===== src/rtl/crc32_hash.sv =====
// Single-word CRC-32 (IEEE 802.3, reflected) step with a combinational result
// and an optional one-cycle registered copy for pipelined users.
module crc32_hash (
  input  logic        clk,
  input  logic        rst,
  input  logic [31:0] state_in,
  input  logic [31:0] data_in,
  output logic [31:0] state_out,
  input  logic        valid_i,
  output logic        valid_o,
  output logic [31:0] state_q_o
);

  localparam logic [31:0] CRC_POLY_REFL = 32'hEDB88320;

  // Bit k of the word is consumed at step k, which gives byte [7:0] first, LSB first.
  function automatic logic [31:0] crc_step(input logic [31:0] s_init,
                                           input logic [31:0] d);
    logic [31:0] s;
    logic        fb;
    s = s_init;
    for (int k = 0; k < 32; k++) begin
      fb = s[0] ^ d[k];
      s  = (s >> 1) ^ (fb ? CRC_POLY_REFL : 32'h0000_0000);
    end
    return s;
  endfunction

  always_comb begin
    state_out = crc_step(state_in, data_in);
  end

  always_ff @(posedge clk) begin
    if (rst) begin
      valid_o   <= 1'b0;
      state_q_o <= 32'hFFFF_FFFF;
    end else if (valid_i) begin
      valid_o   <= 1'b1;
      state_q_o <= state_out;
    end else begin
      valid_o   <= 1'b0;
    end
  end

endmodule


===== config.mk =====
export PLATFORM = sky130hd
export DESIGN_NAME = crc32_hash
export DESIGN_NICKNAME = d
export VERILOG_FILES = /design/src/rtl/crc32_hash.sv
export SDC_FILE = /design/constraint.sdc
export NUM_CORES = 1
export LEC_CHECK = 0
export CAP_MARGIN = 25
export CORE_MARGIN = 3
export CORE_UTILIZATION = 49
export DETAILED_ROUTE_END_ITERATION = 16
export PLACE_DENSITY = 0.84
export SLEW_MARGIN = 15
export SYNTH_ARGS = -nofsm -noshare
export SYNTH_HDL_FRONTEND = slang
export SYNTH_SLANG_ARGS = --single-unit

===== constraint.sdc =====
create_clock -name clk -period 7.9 [get_ports clk]
set_input_delay 1.975 -clock clk [delete_from_list [all_inputs] [get_ports clk]]
set_output_delay 1.975 -clock clk [all_outputs]
set_load 0.05 [all_outputs]

==> results.rst <==
.. list-table::
   :header-rows: 1

   * - Metric
     - Value
   * - Run status
     - complete, no violations
   * - Area of placed instances
     - around 6400 sq um
   * - Max Root-Sink Buffers
     - 2
   * - Critical path required time
     - 5930 ps
   * - Number of register bits inferred by synthesis
     - 33
   * - Mean routed wirelength per cell
     - 17.76 microns
   * - Fraction of layout instances using a drive strength above 1
     - 0.2054
   * - Crit path capture type
     - output pin
   * - I/O Pins
     - 132
   * - Post-synthesis instance area
     - 4436 sq um
   * - Highest clock rate
     - around 130 MHz
   * - Die outline area
     - 10230 sq um
   * - Type of the worst setup path
     - input pin to output pin
   * - Synthesized area divided by synthesized cell count
     - 11.43 sq um
   * - Via/cell ratio
     - 5.090
   * - Cell count after synthesis
     - 388
   * - Share of the clock period used by the worst path
     - 0.9835
   * - CTS sink count
     - 33
   * - Final Max Slew Viols
     - 0
   * - DR iter-0 viols
     - ~210
   * - Critical path fanouts, max
     - 6
   * - Slowest cell delay on critical path
     - 490 ps
   * - Clock edge transition at the registers on the reported setup and hold paths
     - 80 ps
   * - Finished Core Util
     - 0.7427
   * - Total routing usage reported by global routing
     - 0.2362
   * - Via count of the first global-routing pass
     - 3576
   * - Die outline width
     - 101.1 microns
   * - Most frequent cells in the layout
     - xnor2_1 (151), clkdlybuf4s50_1 (98), buf_4 (44)
   * - Least-Margin Pin Slew
     - 972.5 ps
   * - Worst path most repeated cell
     - xnor3_2
   * - Buffer count from post-CTS setup fixing
     - 0
   * - HP Class
     - flip-flop to flip-flop
   * - Chain of cells forming the critical path
     - clkdlybuf4s50_1 > xnor2_4 > xnor3_2 > buf_4 > xor2_1 > xnor3_2 > xor2_1 > xnor3_2 > xor2_4 > xor2_2 > xnor2_1 > buf_12
   * - Vias
     - 3375
   * - Summed area of non-filler cells in the final layout
     - 6509 sq um
   * - Hold-fix buffers, CTS
     - 0
   * - Port Buffer Count
     - 131
   * - Detailed-router iteration count before antenna repair
     - 4
   * - Portion of the post-synthesis area used by sequential elements
     - 0.1489
   * - Time the worst path needs with I/O delays and setup
     - 7769 ps
   * - Final setup vio count
     - 0
   * - Clock skew after layout
     - 0 ps
   * - Most common cell after layout, fill and taps aside
     - xnor2_1
   * - Detailed Route WL
     - between 10000 and 15000 microns
   * - Clock tree from TritonCTS
     - yes
   * - Final Hold Vio Count
     - 0
   * - Total Nets Final
     - 621
   * - Total DRC errors in the routed layout
     - 0
   * - Gate family responsible for the most delay along the worst path
     - XOR/XNOR gates
   * - Synthesis warning total
     - 0
   * - Arrival time of data at the critical path endpoint
     - 5790 ps
   * - Max cap viols
     - 0
   * - Relative slew slack
     - 0.3517
   * - Largest net degree at the start of global routing
     - 56
   * - Cell variety after synth
     - 33
   * - Antenna viol nets, final
     - 0
   * - Die height
     - between 100 and 150 microns
   * - Number of buffers and inverters on the critical path
     - 3
   * - Synthesized net count
     - 455
   * - Cell at the slowest stage of the critical path
     - clkdlybuf4s50_1
   * - Cell at the root of the clock tree
     - clkbuf_8
   * - Latest clock arrival within the worst-skew pair
     - roughly 280 ps
   * - GP Congestion
     - ~0.96
   * - First-pass GRT wire length
     - 18530 microns
   * - Area Overhead vs Synth
     - 46.74%
   * - Effective utilization at floorplan
     - 0.5061
   * - Half-perimeter wire length after detailed placement
     - 10110 microns
   * - Startpoint type of the worst setup path
     - input pin
   * - Number of inserted diodes
     - 0
   * - H-tree depth reported by CTS
     - 2
   * - Cts bufs inserted
     - 5
   * - Residual overflow from global routing
     - 0
   * - Antenna violations before repair
     - 0
   * - Cell Rows
     - 34
   * - Area of the core
     - just under 9000 sq um
[stage by stage]
step	setup slack (ps)	hold WS (ps)	instances	setup TNS [ps]
final	130.7	488.6	663	0
after global routing	-1.214	562.6	663	-1.214
after CTS	79.27	496.4	663	0
after detailed placement	79.37	468.5	655	0
after global placement	172.9	460.7	655	0
after floorplan	-71.18	753.6	388	-142.4
[synth_stat cells]
library cell	number	area [sq um]
a2111oi_2	1	15.01
a211o_1	21	183.9
a211oi_1	2	15.01
a21oi_1	1	5.000
and2_1	1	6.260
and3b_1	1	8.760
buf_6	3	33.78
clkbuf_1	10	37.54
dfxtp_1	33	660.6
inv_1	2	7.510
mux2i_1	4	40.04
nand2_1	2	7.510
nand2b_1	3	18.77
nand3_1	2	10.01
nor2_1	3	11.26
nor2b_1	21	131.4
nor3_1	7	35.03
nor3b_1	1	7.510
nor4_1	2	12.51
o21a_1	4	30.03
or2_2	1	6.260
or3_1	4	25.02
xnor2_1	151	1323
xnor2_2	6	97.59
xnor2_4	5	137.6
xnor3_1	33	743.2
xnor3_2	7	166.4
xor2_1	44	385.4
xor2_2	6	97.59
xor2_4	1	27.53
xor3_1	3	71.32
xor3_2	2	50.05
xor3_4	1	27.53
[area by class of cell]
| cell class | count | area (sq um) |
|---|---|---|
| sequential | 33 | 660.6 |
| fill | 634 | 2255 |
| tap | 108 | 135.1 |
| timing repair buffer | 172 | 1897 |
| multi-input combinational | 340 | 3722 |
| inverter | 2 | 7.507 |
| clock buffer | 5 | 68.82 |
| clock inverter | 3 | 17.52 |
[cell families after synthesis]
| logic type | count (synthesis) | synth area share |
|---|---|---|
| XOR/XNOR | 259 | 0.7049 |
| AO/OA/AOI/OAI | 29 | 0.05613 |
| flip-flops | 33 | 0.1489 |
| multiplexers | 4 | 0.009027 |
| AND/OR/NAND/NOR | 48 | 0.06319 |
| buffers and inverters | 15 | 0.01777 |
[timing repair]
action | 4_1_cts | 5_1_grt
endpoints found under the setup margin | 0 | 6
endpoints found under the hold margin | 0 | 0
gates resized for setup | 0 | 3
[worst reg2reg max path, stage by stage (launching register included)]
cell and delay [ps]:
dfxtp_1 330, nor2b_1 130, a211o_1 310
[flip-flops by register name, summed over array words and instances (netlist names)]
name       cells
state_q_o     32
valid_o        1
[layer usage]
metal,share of wire,global-route usage,vias to the layer above
met4,0.011,0.04908,0
met1,0.40,0.3087,1624
met3,0.065,0.03375,12
met2,0.52,0.4170,129
met5,0,0,-
li1,-,-,1610
[worst paths after layout]
check	start	endpoint	slack [ps]	depth (start not counted)
min reg2reg	state_q_o[20]$_SDFFE_PP1P_	state_q_o[20]$_SDFFE_PP1P_	490	2
min	state_q_o[20]$_SDFFE_PP1P_	state_q_o[20]$_SDFFE_PP1P_	490	2
max reg2reg	state_q_o[31]$_SDFFE_PP1P_	state_q_o[31]$_SDFFE_PP1P_	7020	2
max	state_in[3]	state_out[26]	130	12
Power is left out: the tool's default activity adds up to more than one toggle a clock period on the data nets, which glitch-free logic cannot reach.
